==> src/rtl/control_barrido_pkg.sv <==
// control_barrido_pkg
// Shared definitions for the digit-3 pattern selector: FSM state encoding and
// the three segment patterns, so the display decoder can compare against the
// same named values.
package control_barrido_pkg;

   typedef enum logic [1:0] {
      S_CERO = 2'd0,
      S_UNO  = 2'd1,
      S_OTRO = 2'd2
   } estado_fsm_t;

   localparam logic [7:0] PAT_CERO = 8'b10000001;
   localparam logic [7:0] PAT_UNO  = 8'b11001111;
   localparam logic [7:0] PAT_OTRO = 8'b10010010;

   function automatic logic [7:0] patron(input estado_fsm_t s);
      case (s)
         S_CERO:  patron = PAT_CERO;
         S_UNO:   patron = PAT_UNO;
         S_OTRO:  patron = PAT_OTRO;
         default: patron = PAT_CERO;
      endcase
   endfunction

endpackage

==> src/rtl/antirrebote.sv <==
// antirrebote
// Push-button conditioner: 2-FF synchroniser, debounce counter and a
// single-cycle pulse on each accepted press (0->1 of the accepted level).
// Ports:
//   clk    in  system clock
//   reset  in  synchronous, active-high
//   boton  in  raw asynchronous button, active-high
//   pulso  out one-cycle pulse per debounced press
module antirrebote #(
   parameter int DEB_CICLOS = 500_000
) (
   input  logic clk,
   input  logic reset,
   input  logic boton,
   output logic pulso
);

   localparam int CW = (DEB_CICLOS > 1) ? $clog2(DEB_CICLOS) : 1;
   localparam logic [CW-1:0] CNT_FIN = CW'(DEB_CICLOS - 1);

   logic          sinc_p0;
   logic          sinc_p1;
   logic          nivel;
   logic [CW-1:0] cnt;

   always_ff @(posedge clk) begin
      if (reset) begin
         sinc_p0 <= 1'b0;
         sinc_p1 <= 1'b0;
         nivel   <= 1'b0;
         cnt     <= '0;
         pulso   <= 1'b0;
      end else begin
         // synchroniser stages
         sinc_p0 <= boton;
         sinc_p1 <= sinc_p0;
         pulso   <= 1'b0;
         // count only while the synchronised level disagrees with the
         // accepted one; any agreement restarts the stable window
         if (sinc_p1 == nivel) begin
            cnt <= '0;
         end else if (cnt == CNT_FIN) begin
            nivel <= sinc_p1;
            cnt   <= '0;
            pulso <= sinc_p1;    // releases produce no pulse
         end else begin
            cnt <= cnt + 1'b1;
         end
      end
   end

endmodule

==> src/rtl/control_barrido.sv <==
// control_barrido
// Drives the seven-segment stage: a refresh prescaler steps the digit-scan
// index, and a debounced button advances a three-state FSM whose state selects
// the pattern for digit 3. Scan and FSM are fully independent.
// Ports:
//   clk            in  system clock
//   reset          in  synchronous, active-high
//   boton          in  raw push-button, active-high
//   conteo         out 2-bit digit-scan index
//   estado         out 8-bit segment pattern for digit 3
//   tick_refresco  out one-cycle pulse in the cycle conteo advances
module control_barrido
   import control_barrido_pkg::*;
#(
   parameter int DIV_REFRESCO = 50_000,
   parameter int DEB_CICLOS   = 500_000
) (
   input  logic       clk,
   input  logic       reset,
   input  logic       boton,
   output logic [1:0] conteo,
   output logic [7:0] estado,
   output logic       tick_refresco
);

   localparam int RW = (DIV_REFRESCO > 1) ? $clog2(DIV_REFRESCO) : 1;
   localparam logic [RW-1:0] REF_FIN = RW'(DIV_REFRESCO - 1);

   logic [RW-1:0] cnt_ref;
   logic          pulso;
   estado_fsm_t   state_q;
   estado_fsm_t   state_d;

   antirrebote #(
      .DEB_CICLOS(DEB_CICLOS)
   ) u_antirrebote (
      .clk   (clk),
      .reset (reset),
      .boton (boton),
      .pulso (pulso)
   );

   // the wrap cycle of the prescaler is the cycle conteo advances
   assign tick_refresco = (cnt_ref == REF_FIN);

   always_ff @(posedge clk) begin
      if (reset) begin
         cnt_ref <= '0;
         conteo  <= 2'b00;
      end else if (tick_refresco) begin
         cnt_ref <= '0;
         conteo  <= conteo + 2'b01;
      end else begin
         cnt_ref <= cnt_ref + 1'b1;
      end
   end

   // estado is registered from the next state so it follows pulso by one edge
   always_ff @(posedge clk) begin
      if (reset) begin
         state_q <= S_CERO;
         estado  <= PAT_CERO;
      end else begin
         state_q <= state_d;
         estado  <= patron(state_d);
      end
   end

   always_comb begin
      state_d = state_q;
      if (pulso) begin
         case (state_q)
            S_CERO:  state_d = S_UNO;
            S_UNO:   state_d = S_OTRO;
            S_OTRO:  state_d = S_CERO;
            default: state_d = S_CERO;
         endcase
      end
   end

endmodule

==> config.mk <==
export PLATFORM = sky130hd
export DESIGN_NAME = control_barrido
export DESIGN_NICKNAME = d
export VERILOG_FILES = /design/src/rtl/control_barrido_pkg.sv /design/src/rtl/antirrebote.sv /design/src/rtl/control_barrido.sv
export SDC_FILE = /design/constraint.sdc
export NUM_CORES = 1
export LEC_CHECK = 0
export ABC_AREA = 1
export CAP_MARGIN = 20
export CELL_PAD_IN_SITES_DETAIL_PLACEMENT = 0
export CELL_PAD_IN_SITES_GLOBAL_PLACEMENT = 1
export CORE_MARGIN = 1.5
export CORE_UTILIZATION = 45
export CTS_CLUSTER_SIZE = 16
export DETAILED_ROUTE_END_ITERATION = 16
export PLACE_DENSITY_LB_ADDON = 0.08
export SYNTH_ARGS = -nofsm -noshare
export SYNTH_HDL_FRONTEND = slang
export SYNTH_HIERARCHICAL = 1
export SYNTH_SLANG_ARGS = --single-unit
==> constraint.sdc <==
create_clock -name clk -period 2.2 [get_ports clk]
set_clock_uncertainty 0.05 [all_clocks]
set_input_delay 0.44 -clock clk [delete_from_list [all_inputs] [get_ports clk]]
set_output_delay 0.44 -clock clk [all_outputs]
set_load 0.01 [all_outputs]
[Word-level counts from Yosys, hierarchy flattened]
Index checks and enable logic that the tools add are counted.
Operators by class
  add/sub/neg operators: 3
  equality and inequality tests: 6
  mux-type cells: 3
  bitwise logic cells: 2
  reduce and logical (&&, ||, !) cells: 5
Operators with widths (number)
  19-bit by 1-bit adder with 19-bit output, second input constant: 1
  19-bit == test, second input constant: 1
  16-bit by 1-bit adder with 16-bit output, second input constant: 1
  16-bit == test, second input constant: 1
  7-bit one-hot mux with 2 select lines: 1
  3-bit OR reduction: 2
  2-bit by 1-bit == test with 1-bit output, second input constant: 2
  2-bit one-hot mux with 2 select lines: 1
  2-bit by 1-bit adder with 2-bit output, second input constant: 1
  2-bit == test, second input constant: 1
  2-bit logical NOT: 1
  2-bit two-way mux: 1
  1-bit NOT: 2
  2-bit AND reduction: 1
  2-bit OR reduction: 1
  1-bit == test: 1
Storage, ports and cells
  register bits after elaboration: 51
  input bits: 3
  output and inout bits: 11

[Longest topological paths before layout]
  depth in word-level cells: 5
  depth in mapped cells: 9
  depth with buffers taken out: 9

[By module]
Netlist, hierarchy kept.
By module, submodules not included
  antirrebote: instances 1, cells each 168, area an instance 1202.4 µm², seq. area each 460.4 µm²
  control_barrido: instances 1, cells each 168, area an instance 1194.9 µm², seq. area each 480.5 µm²

[Worst setup path before layout]
OpenSTA, ideal clock, no wires.
  kind: register -> output
  start: register cnt_ref[0]
  end: output port tick_refresco
  arrival: 1.038 ns
  required time: 1.710 ns
  setup slack: 0.672 ns
  stages on the path, launching flop included: 6
  buffers on the path: 0
  cells stage by stage: dfxtp_1 ha_1 nand3_2 nor2_1 nand2_1 inv_1
Between the ends
  cells in the longest elaborated chain, start to end: 1
RTL lines
  start, declared: RTL line control_barrido.sv:29  | logic [RW-1:0] cnt_ref;
  start signal, assigned: RTL line control_barrido.sv:54  | cnt_ref <= cnt_ref + 1'b1;
  16-bit == test: RTL line control_barrido.sv:44  | assign tick_refresco = (cnt_ref == REF_FIN);
  end, declared: RTL line control_barrido.sv:23  | output logic tick_refresco
No other way between the ends.

[Final worst setup path]
  start: register cnt_ref[1]
  end: output port tick_refresco
The elaborated chain is that of the path after synthesis.

==> reports/metrics.yaml <==
run_status: "completed"
drive_above_1_share_pct: 12.0
period_share_pct: 90.0
holdCritStartpoint: "u_antirrebote/sinc_p0$_SDFF_PP0_"
rsz0062_at_grt: "no"
maxCapViolCount: 0
synth_area_sq_um: 2400
ant_nets: 0
syn_area_per_cell_sq_um: 7.13
initial_utilization_pct: 46.9
r2r-end: "u_antirrebote/cnt[11]$_SDFF_PP0_"
seq_area_frac_synth_pct: 39.2
yosysWarnings: 6
grt_use_total_pct: 17.4
r2r_cells: 8
die_h_microns: 76.0
p_leak_uw: 0.000917
cp-end-kind: "output pin"
hold_buffers: 0
pre_cts_ws_ps: 185
syn_inst: 336
clkTransAtPathRegs_ps: 80
drtIter0Drc: 64
wl_per_cell_microns: 10.5
r2r_slack_ps: 680
synth_seq_cells: 47
cts.sinks: 47
worstSetupPathType: "reg -> out"
hold_end: "u_antirrebote/sinc_p1$_SDFF_PP0_"
rows: 26
grt_pass1_wl_microns: 8070
layout_common_cells: "nor2_1 (71), nand2_1 (67), dfxtp_1 (46)"
max-vdd-ir-drop_v: 0.000299
grt_max_degree: 17
vias_per_cell: 4.63
worst_slack_ps: 219
synth_edf_count: 0
numCtsBuffers: 5
io_buffers: 11
timing.rr.start: "u_antirrebote/cnt[0]$_SDFF_PP0_"
die_w_microns: 76.0
hpwlAfterDp_microns: 3320
antenna_found_initial: 0
yosys.area.top_type_share_pct: 39.2
syn-num-nets: 344
arrival_ps: 1490
worst-path-max-fanout: 5
cp.required_ps: 1710
dr.pass1.iters: 4
setup_viol: 0
cts_max_level: 2
synth_top_area_cell: "dfxtp_1"
finalHoldViolCount: 0
final-max-slew-violation-count: 0
clock_latency_ps: 300
critPathSlowestCell: "dfxtp_1"
hp-class: "reg -> reg"
diodes: 0
syn_to_final_growth_pct: 10.4
cpPeakStageDelay_ps: 360
coreArea_sq_um: 5110
period_minus_slack_ps: 1980
cts_setup_buffers: 0
ios: 14
tns_ps: 0
cts_buffer_depth: 2
hold_ws_ps: 375
crit_buf_inv: 2
power_density_nw_per_um2: 530
path_cells: "ha_2 > nand3_4 > nor2_4 > nand2_1 > inv_1 > dlygate4sd2_1"
nNetsFinal: 358
via_count: 1949
grt_pass1_vias: 1956
synthTopCellsByArea: "dfxtp_1 (39%), nor2_1 (11%), nand2_1 (10%)"
clockRootBuffer: "clkbuf_8"
crit_cells: 6
clock.fmax_mhz: 505
holdPathStages: 2
wirelength_microns: 4400
synthArstFlopShare_pct: 0
ys_types: 26
grt_remaining_overflow: 0
place_congestion: 0.796
cts_tree: "done"
remaining_drc_errors: 0
critPathTopFamily: "flip-flops"
dieArea_sq_um: 5770
cts_resized: 7
layout_commonest_cell: "nor2_1"
worstSetupStartpointType: "register"
synthFlopType: "dfxtp_1"
Yosys cell counts (all sizes together), types with 2 or more instances:
library cell,n
buf,6
o21ai,6
inv,42
nand2,71
conb,2
dfxtp,47
nor2,91
xor2,16
nand4,6
a21oi,10
ha,5
nand3,26
xnor2,5
metal layers:
| metal | part of all wire [%] | GRT usage [%] |
|---|---|---|
| met5 | 0 | 0 |
| met2 | 50 | 32.5 |
| met1 | 46 | 18.4 |
| met4 | 1.7 | 8.15 |
| met3 | 2.2 | 3.95 |
kinds of logic (layout without fill, tap and decap cells):
logic type | count (synthesis) | count (layout) | share of synthesized area (%)
AND/OR/NAND/NOR | 196 | 196 | 36.9
buffers and inverters | 48 | 63 | 9.50
flip-flops | 47 | 47 | 39.2
XOR/XNOR | 21 | 21 | 7.67
AO/OA/AOI/OAI | 17 | 17 | 3.76
adder cells (fa/ha/maj) | 5 | 5 | 2.61
other | 2 | 2 | 0.313
per-stage QoR:
step,std cells,instance area [sq um],util [%],power (uW)
after floorplan,336,2400,-,914
after global placement,413,2540,49.8,921
after detailed placement,413,2540,49.8,921
after CTS,421,2650,51.8,1430
after global routing,421,2650,51.8,1470
final,421,2650,51.8,1400
state kept, by name, summed over array words and instances (netlist names):
register and flops:
u_antirrebote/sinc_p0 1, u_antirrebote/nivel 1, u_antirrebote/pulso 1, u_antirrebote/cnt 19, estado 4, u_antirrebote/sinc_p1 1
state_q 2, cnt_ref 16, conteo 2
worst max-delay path by stage:
stage                          startpoint             to  slack (ps)
finish              cnt_ref[1]$_SDFF_PP0_  tick_refresco         220
global route        cnt_ref[1]$_SDFF_PP0_  tick_refresco          90
CTS                 cnt_ref[0]$_SDFF_PP0_  tick_refresco         220
detailed placement  cnt_ref[0]$_SDFF_PP0_  tick_refresco         190
global placement    cnt_ref[0]$_SDFF_PP0_  tick_refresco         210
floorplan           cnt_ref[0]$_SDFF_PP0_  tick_refresco         670
worst min-delay path: stages (launching register included):
cell,delay [ps]
dfxtp_1,310
inv_1,50
nor2_1,30
power breakdown:
group / leakage [uW] / switching [uW] / internal (uW)
Clock: 0.0000422 / 277 / 223
Combinational: 0.000495 / 24.2 / 14.6
Sequential: 0.000380 / 7.14 / 857
area by class of cell:
class	instances	area [sq um]
multi-input combinational	241	1250
timing repair buffer	13	124
tap	70	87.6
clock buffer	7	76.3
inverter	42	163
clock inverter	1	5.00
sequential	47	942
fill	548	2460
Power figures use the tool's default switching activity.
